===== config.mk =====
export PLATFORM = sky130hd
export DESIGN_NAME = mr_ldst_wbm
export DESIGN_NICKNAME = d
export VERILOG_FILES = /design/src/rtl/mr_ldst_pkg.sv /design/src/rtl/mr_ldst_lane.sv /design/src/rtl/mr_ldst_wbm.sv
export SDC_FILE = /design/constraint.sdc
export NUM_CORES = 1
export LEC_CHECK = 0
export CORE_UTILIZATION = 25
export DETAILED_ROUTE_END_ITERATION = 10
export SLEW_MARGIN = 20
export SYNTH_ARGS = -nofsm -noshare
export SYNTH_HDL_FRONTEND = slang
export SYNTH_SLANG_ARGS = --single-unit

===== constraint.sdc =====
create_clock -name clk -period 6.9 [get_ports clk]
set_clock_uncertainty 0.2 [all_clocks]
set_input_delay 1.38 -clock clk [delete_from_list [all_inputs] [get_ports clk]]
set_output_delay 1.38 -clock clk [all_outputs]
set_load 0.03 [all_outputs]

===== src/rtl/mr_ldst_pkg.sv =====
// Shared types for the mr_ldst Wishbone load-store initiator.
// The optional watchdog is enabled with `define MR_LDST_TIMEOUT_EN.
package mr_ldst_pkg;

    localparam int XLEN = 32;

    typedef enum logic [1:0] {
        SZ_B = 2'd0,
        SZ_H = 2'd1,
        SZ_W = 2'd2
    } size_e;

    typedef enum logic [1:0] {
        CAUSE_NONE     = 2'd0,
        CAUSE_BUS      = 2'd1,
        CAUSE_MISALIGN = 2'd2,
        CAUSE_ABORT    = 2'd3
    } cause_e;

    typedef enum logic [1:0] {
        ST_IDLE  = 2'd0,
        ST_BUS   = 2'd1,
        ST_RETRY = 2'd2,
        ST_RESP  = 2'd3
    } state_e;

    // Watchdog width: enough bits for the limit, clamped to 8..16.
    function automatic int wdog_width(input int cycles);
        int w;
        w = $clog2(cycles + 1);
        if (w < 8)  w = 8;
        if (w > 16) w = 16;
        return w;
    endfunction

endpackage


===== src/rtl/mr_ldst_lane.sv =====
// Byte-lane steering for mr_ldst_wbm: selects, store replication,
// load extraction/extension and misalignment detect (purely combinational).
module mr_ldst_lane
    import mr_ldst_pkg::*;
(
    input  logic [1:0]      st_size,
    input  logic [1:0]      st_off,
    input  logic [XLEN-1:0] st_wdata,
    output logic [3:0]      st_sel,
    output logic [XLEN-1:0] st_data,
    output logic            st_misalign,
    input  logic [1:0]      ld_size,
    input  logic [1:0]      ld_off,
    input  logic            ld_unsigned,
    input  logic [XLEN-1:0] ld_data,
    output logic [XLEN-1:0] ld_ext
);

    logic [XLEN-1:0] ld_lane;

    always_comb begin
        // NOTE: every output gets a default before the case so no latch is inferred.
        st_sel      = 4'hF;
        st_data     = st_wdata;
        st_misalign = 1'b0;
        case (size_e'(st_size))
            SZ_B: begin
                st_sel  = 4'b0001 << st_off;
                st_data = {4{st_wdata[7:0]}};
            end
            SZ_H: begin
                st_sel      = 4'b0011 << st_off;
                st_data     = {2{st_wdata[15:0]}};
                st_misalign = st_off[0];
            end
            default: st_misalign = |st_off;
        endcase
    end

    assign ld_lane = ld_data >> {ld_off, 3'b000};

    always_comb begin
        ld_ext = ld_lane;
        case (size_e'(ld_size))
            SZ_B: ld_ext = ld_unsigned ? {24'b0, ld_lane[7:0]}
                                       : {{24{ld_lane[7]}}, ld_lane[7:0]};
            SZ_H: ld_ext = ld_unsigned ? {16'b0, ld_lane[15:0]}
                                       : {{16{ld_lane[15]}}, ld_lane[15:0]};
            default: ld_ext = ld_lane;
        endcase
    end

endmodule


===== src/rtl/mr_ldst_wbm.sv =====
// Wishbone B4 classic initiator for the load-store unit: one request at a time,
// retry/err handling, one registered response. Watchdog under MR_LDST_TIMEOUT_EN.
module mr_ldst_wbm
    import mr_ldst_pkg::*;
#(
    parameter int MAX_RETRY      = 3,
    parameter int TIMEOUT_CYCLES = 255
) (
    input  logic            clk,
    input  logic            rst,
    input  logic            req_valid,
    output logic            req_ready,
    input  logic            req_we,
    input  logic [1:0]      req_size,
    input  logic            req_unsigned,
    input  logic [XLEN-1:0] req_addr,
    input  logic [XLEN-1:0] req_wdata,
    output logic            rsp_valid,
    output logic [XLEN-1:0] rsp_rdata,
    output logic            rsp_err,
    output logic [1:0]      rsp_cause,
    output logic [XLEN-1:0] wb_adr_o,
    output logic [XLEN-1:0] wb_dat_o,
    input  logic [XLEN-1:0] wb_dat_i,
    output logic            wb_we_o,
    output logic [3:0]      wb_sel_o,
    output logic            wb_stb_o,
    output logic            wb_cyc_o,
    input  logic            wb_ack_i,
    input  logic            wb_err_i,
    input  logic            wb_rty_i
);

    localparam int RC_W = $clog2(MAX_RETRY + 2);

    state_e          state, state_next;
    cause_e          rsp_cause_next;
    logic            accept;
    logic            rsp_fire;
    logic            bus_start;
    logic            bus_stop;
    logic            retry_inc;
    logic            retry_exhausted;
    logic            timeout_hit;
    logic [RC_W-1:0] retry_cnt;
    logic [1:0]      r_size;
    logic [1:0]      r_off;
    logic            r_unsigned;

    logic [3:0]      st_sel;
    logic [XLEN-1:0] st_data;
    logic            st_misalign;
    logic [XLEN-1:0] ld_ext;

    mr_ldst_lane u_lane (
        .st_size     (req_size),
        .st_off      (req_addr[1:0]),
        .st_wdata    (req_wdata),
        .st_sel      (st_sel),
        .st_data     (st_data),
        .st_misalign (st_misalign),
        .ld_size     (r_size),
        .ld_off      (r_off),
        .ld_unsigned (r_unsigned),
        .ld_data     (wb_dat_i),
        .ld_ext      (ld_ext)
    );

    assign req_ready       = (state == ST_IDLE);
    assign accept          = req_valid && req_ready;
    // The current rty is re-issue number retry_cnt+1; beyond MAX_RETRY it fails.
    assign retry_exhausted = (int'(retry_cnt) >= MAX_RETRY);

`ifdef MR_LDST_TIMEOUT_EN
    localparam int WD_W = wdog_width(TIMEOUT_CYCLES);

    logic [WD_W-1:0] wdog;

    // Counts BUS cycles; cleared outside BUS so each re-issue starts fresh.
    always_ff @(posedge clk or posedge rst) begin
        if (rst)
            wdog <= '0;
        else if (state != ST_BUS)
            wdog <= '0;
        else
            wdog <= wdog + WD_W'(1);
    end

    assign timeout_hit = (int'(wdog) >= TIMEOUT_CYCLES - 1);
`else
    assign timeout_hit = 1'b0;
`endif

    always_ff @(posedge clk or posedge rst) begin
        if (rst)
            state <= ST_IDLE;
        else
            state <= state_next;
    end

    always_comb begin
        state_next     = state;
        rsp_fire       = 1'b0;
        rsp_cause_next = CAUSE_NONE;
        bus_start      = 1'b0;
        bus_stop       = 1'b0;
        retry_inc      = 1'b0;
        case (state)
            ST_IDLE: begin
                if (accept) begin
                    if (st_misalign) begin
                        state_next     = ST_RESP;
                        rsp_fire       = 1'b1;
                        rsp_cause_next = CAUSE_MISALIGN;
                    end else begin
                        state_next = ST_BUS;
                        bus_start  = 1'b1;
                    end
                end
            end
            ST_BUS: begin
                if (wb_err_i) begin
                    state_next     = ST_RESP;
                    rsp_fire       = 1'b1;
                    rsp_cause_next = CAUSE_BUS;
                    bus_stop       = 1'b1;
                end else if (wb_ack_i) begin
                    state_next = ST_RESP;
                    rsp_fire   = 1'b1;
                    bus_stop   = 1'b1;
                end else if (wb_rty_i) begin
                    bus_stop = 1'b1;
                    if (retry_exhausted) begin
                        state_next     = ST_RESP;
                        rsp_fire       = 1'b1;
                        rsp_cause_next = CAUSE_ABORT;
                    end else begin
                        state_next = ST_RETRY;
                        retry_inc  = 1'b1;
                    end
                end else if (timeout_hit) begin
                    state_next     = ST_RESP;
                    rsp_fire       = 1'b1;
                    rsp_cause_next = CAUSE_ABORT;
                    bus_stop       = 1'b1;
                end
            end
            ST_RETRY: begin
                state_next = ST_BUS;
                bus_start  = 1'b1;
            end
            ST_RESP: state_next = ST_IDLE;
            default: state_next = ST_IDLE;
        endcase
    end

    always_ff @(posedge clk or posedge rst) begin
        // NOTE: the async reset clears every output register, so cyc/stb drop the instant rst rises.
        if (rst) begin
            rsp_valid  <= 1'b0;
            rsp_err    <= 1'b0;
            rsp_cause  <= CAUSE_NONE;
            rsp_rdata  <= '0;
            wb_adr_o   <= '0;
            wb_dat_o   <= '0;
            wb_we_o    <= 1'b0;
            wb_sel_o   <= 4'h0;
            wb_stb_o   <= 1'b0;
            wb_cyc_o   <= 1'b0;
            retry_cnt  <= '0;
            r_size     <= 2'd0;
            r_off      <= 2'd0;
            r_unsigned <= 1'b0;
        end else begin
            // NOTE: non-blocking assignments so every register samples pre-edge values.
            rsp_valid <= rsp_fire;
            rsp_err   <= rsp_fire && (rsp_cause_next != CAUSE_NONE);
            rsp_cause <= rsp_fire ? rsp_cause_next : CAUSE_NONE;
            // Only a successful load carries data; stores and failures return 0.
            rsp_rdata <= (rsp_fire && rsp_cause_next == CAUSE_NONE && !wb_we_o) ? ld_ext : '0;

            if (bus_start) begin
                wb_cyc_o <= 1'b1;
                wb_stb_o <= 1'b1;
            end else if (bus_stop) begin
                wb_cyc_o <= 1'b0;
                wb_stb_o <= 1'b0;
            end

            if (accept) begin
                retry_cnt  <= '0;
                r_size     <= req_size;
                r_off      <= req_addr[1:0];
                r_unsigned <= req_unsigned;
            end else if (retry_inc) begin
                retry_cnt <= retry_cnt + RC_W'(1);
            end

            // Bus-side fields stay frozen from accept through every re-issue.
            if (accept && !st_misalign) begin
                wb_adr_o <= {req_addr[XLEN-1:2], 2'b00};
                wb_dat_o <= st_data;
                wb_we_o  <= req_we;
                wb_sel_o <= st_sel;
            end
        end
    end

endmodule


==> key figures <==
Status
  – Status: finished, final reports clean

Route
  – Post-route ant nets: 0
  – DR vias: 4143
  – Via density per instance: 4.41
  – Drc violations: 0
  – Starting DRC count in detailed routing: 137
  – Final wirelength: 14.7 mm
  – Initial DRT Pass Iterations: 4
  – Wirelength per Cell: 15.7 microns

Synth
  – Cell accounting for the most synthesized area: dfrtp_1
  – Sequential area share after synthesis: 56.4%
  – Cells after Synth: 457
  – Largest family of logic cells by synthesized area: multiplexers
  – Ys Warns: 0
  – Post-Synth Simple-Gate Area: 11.2%
  – EDFF count, synth: 0
  – Yosys top cell area share: 56.4%
  – Post-synthesis mux area share: 17.5%
  – Syn Area/Cell: 11.1 sq um
  – Yosys cell types: 41
  – Async SR Flop Fraction: 100%
  – Synth Area in Adders: 0.495%
  – Register bit count reported by yosys: 114
  – Synth area leaders: dfrtp_1 (56%), mux2_2 (9.1%), mux2i_1 (8.3%)
  – XOR/XNOR Fraction of Synth Area: 0.347%
  – Synth Flop Type: dfrtp_1
  – Synth Area in Compound Gates: 10.6%
  – Cell Area, Synth: 5050 sq um

Clock network
  – Maximum root-to-sink buffer count: 2
  – CTS Buf Count: 17
  – Post-cts resize count: 0
  – CTS root buf: clkbuf_16
  – Clock transition at path regs: 60 ps
  – Clk_lat worst skew: 400 ps
  – H-tree levels: 4
  – # clock sinks: 114
  – Hold Buf Count CTS: 0
  – Clock tree from TritonCTS: done
  – Postcts setup bufs: 0

Die
  – Die Height: 144 microns
  – Row cnt: 51
  – Die area: 20800 sq um
  – Die Width: 144 microns
  – Core area: 19700 sq um
  – Starting Density: 25.7%
  – Ports: 214

Place
  – Placed Cells: 908
  – Detailed placement HPWL: 10.6 mm
  – Setup WS pre-CTS: 2630 ps
  – GPL Wtd Cong: 0.848
  – IO buf count: 211

STA
  – FMAX: 0.261 GHz
  – Final setup margin: 3070 ps
  – Slew HR: 25.5%
  – Slew Viols, Final: 0
  – Slew @ Worst Pin: 1110 ps
  – Setup TNS: 0 ps
  – Hold Fails Final Rpt: 0
  – RSZ-0062 raised after global routing: false
  – Final setup vio count: 0
  – Fin crit period: 3830 ps
  – Period utilization: 55.5%

Cells and area
  – Final net count: 770
  – Final Util: 41.0%
  – Share of cells above drive strength 1: 12.9%
  – P&R area growth vs syn: 59.6%
  – Non-filler instance count after layout: 940
  – Inserted Diodes: 0

Setup path
  – Arrival @ worst endpoint: 3920 ps
  – WS Path Type: input pin to flop
  – Critical path peak fanout: 88
  – Worst r2r src: r_off[0]
  – Critical Path RT: 6990 ps
  – Critical path origin: req_addr[0]
  – CP startpoint kind: input pin
  – Worst setup EP type: flop

Flow run
  – MaxCap Viol Count: 0

Worst hold path
  – HP Class: flop to flop
  – HP Start: wb_sel_o[0]

Global routing
  – Initial antenna violation count: 0
  – Largest net degree at the start of global routing: 89
  – Tot GR Track Use: 14.5%
  – Vias in the first global route: 4327
  – Grt ovf: 0
  – Global-route wire length before repair: 23.0 mm

Power
  – Lkg Pwr: 0.00348 uW
  – Max IR drop VDD: 0.204 mV
  – Overall Power: 3590 uW
  – Power Density: 445 nW/um^2
[report_power, final]
| part | switching [uW] | total (uW) | internal (uW) |
|---|---|---|---|
| Sequential | 164 | 1080 | 916 |
| Combinational | 870 | 1550 | 682 |
| Clock | 321 | 954 | 633 |
| Total | 1360 | 3590 | 2230 |
[synth_stat cells (2+ instances only)]
cell type / number
buf_2: 9
nand2b_1: 3
inv_1: 3
dfrtp_1: 114
a211oi_1: 15
nor2_1: 25
nor3_1: 2
o21a_1: 2
and2_1: 6
o21ai_0: 45
mux2_2: 41
nand3_1: 3
a21o_1: 3
nor2b_1: 9
buf_4: 3
buf_1: 4
o21ai_2: 2
nand2_1: 66
a21oi_1: 19
or3_1: 2
nor3b_1: 3
mux2i_1: 42
ha_1: 2
clkbuf_1: 17
[sequential cells by signal, summed over array words and instances, names as in the netlist]
name        flops
r_off           2
wb_we_o         1
rsp_rdata      32
rsp_cause       2
wb_dat_o       32
rsp_valid       1
state           2
wb_sel_o        4
wb_adr_o       30
rsp_err         1
r_unsigned      1
r_size          2
wb_cyc_o        1
retry_cnt       3
[cell usage in the layout (no fill, tap or decap), types with 3 or more instances in the layout]
master / instances
a21o_1: 3
nand2b_1: 3
clkinvlp_4: 6
and2_1: 6
a211oi_1: 15
clkbuf_16: 17
o21ai_0: 45
clkdlybuf4s50_1: 211
buf_4: 8
nand2_1: 66
bufinv_16: 4
mux2_2: 41
nor3b_1: 3
a21oi_1: 19
dfrtp_1: 114
clkbuf_8: 3
mux2i_1: 42
nor2_1: 25
nor2b_1: 9
[kinds of logic (layout without fill, tap and decap cells)]
| kind of cell | count (synthesis) | in the layout |
|---|---|---|
| other cells | 1 | 2 |
| buf+inv | 37 | 254 |
| xor+xnor | 2 | 2 |
| compound gates | 92 | 92 |
| mux | 83 | 83 |
| simple gates | 126 | 126 |
| fa+ha+maj | 2 | 2 |
| flops | 114 | 114 |
[critical path, cell delays in order]
cell	delay, ps
clkdlybuf4s50_1	570
o21ai_0	520
nand3_4	810
mux2_2	580
[layer usage]
layer / global-route usage [%] / vias to the layer above / wire [microns]
met3: 6.23 / 14 / 1320
met4: 4.32 / 0 / 162
met1: 17.4 / 1979 / 6340
li1: - / 1988 / -
met2: 23.5 / 162 / 6910
met5: 0 / - / 0
[worst paths after layout]
| path | end | slack, ps | depth (start not counted) |
|---|---|---|---|
| setup / recovery | wb_dat_o[2] | 3070 | 4 |
| hold / removal | wb_sel_o[0] | 280 | 1 |
| setup reg to reg | rsp_rdata[21] | 4290 | 4 |
| hold reg to reg | wb_sel_o[0] | 280 | 1 |
| max in group asynchronous | wb_adr_o[24] | 4010 | 3 |
| min in group asynchronous | wb_adr_o[5] | 1310 | 2 |
[final cells by class]
class | instances | area, sq um
Multi-Input combinational cell | 307 | 2050
Clock inverter | 12 | 179
Inverter | 3 | 13.8
Fill cell | 1908 | 11600
Sequential cell | 114 | 2850
Tap cell | 265 | 332
Timing Repair Buffer | 219 | 2170
Clock buffer | 20 | 467
[through the flow]
stage,cell area (sq um),hold slack [ps]
after global placement,7420,263
final,8070,280
after global routing,8070,306
after detailed placement,7420,274
after floorplan,5060,262
after CTS,8070,287
(Power assumes the default switching activity.)
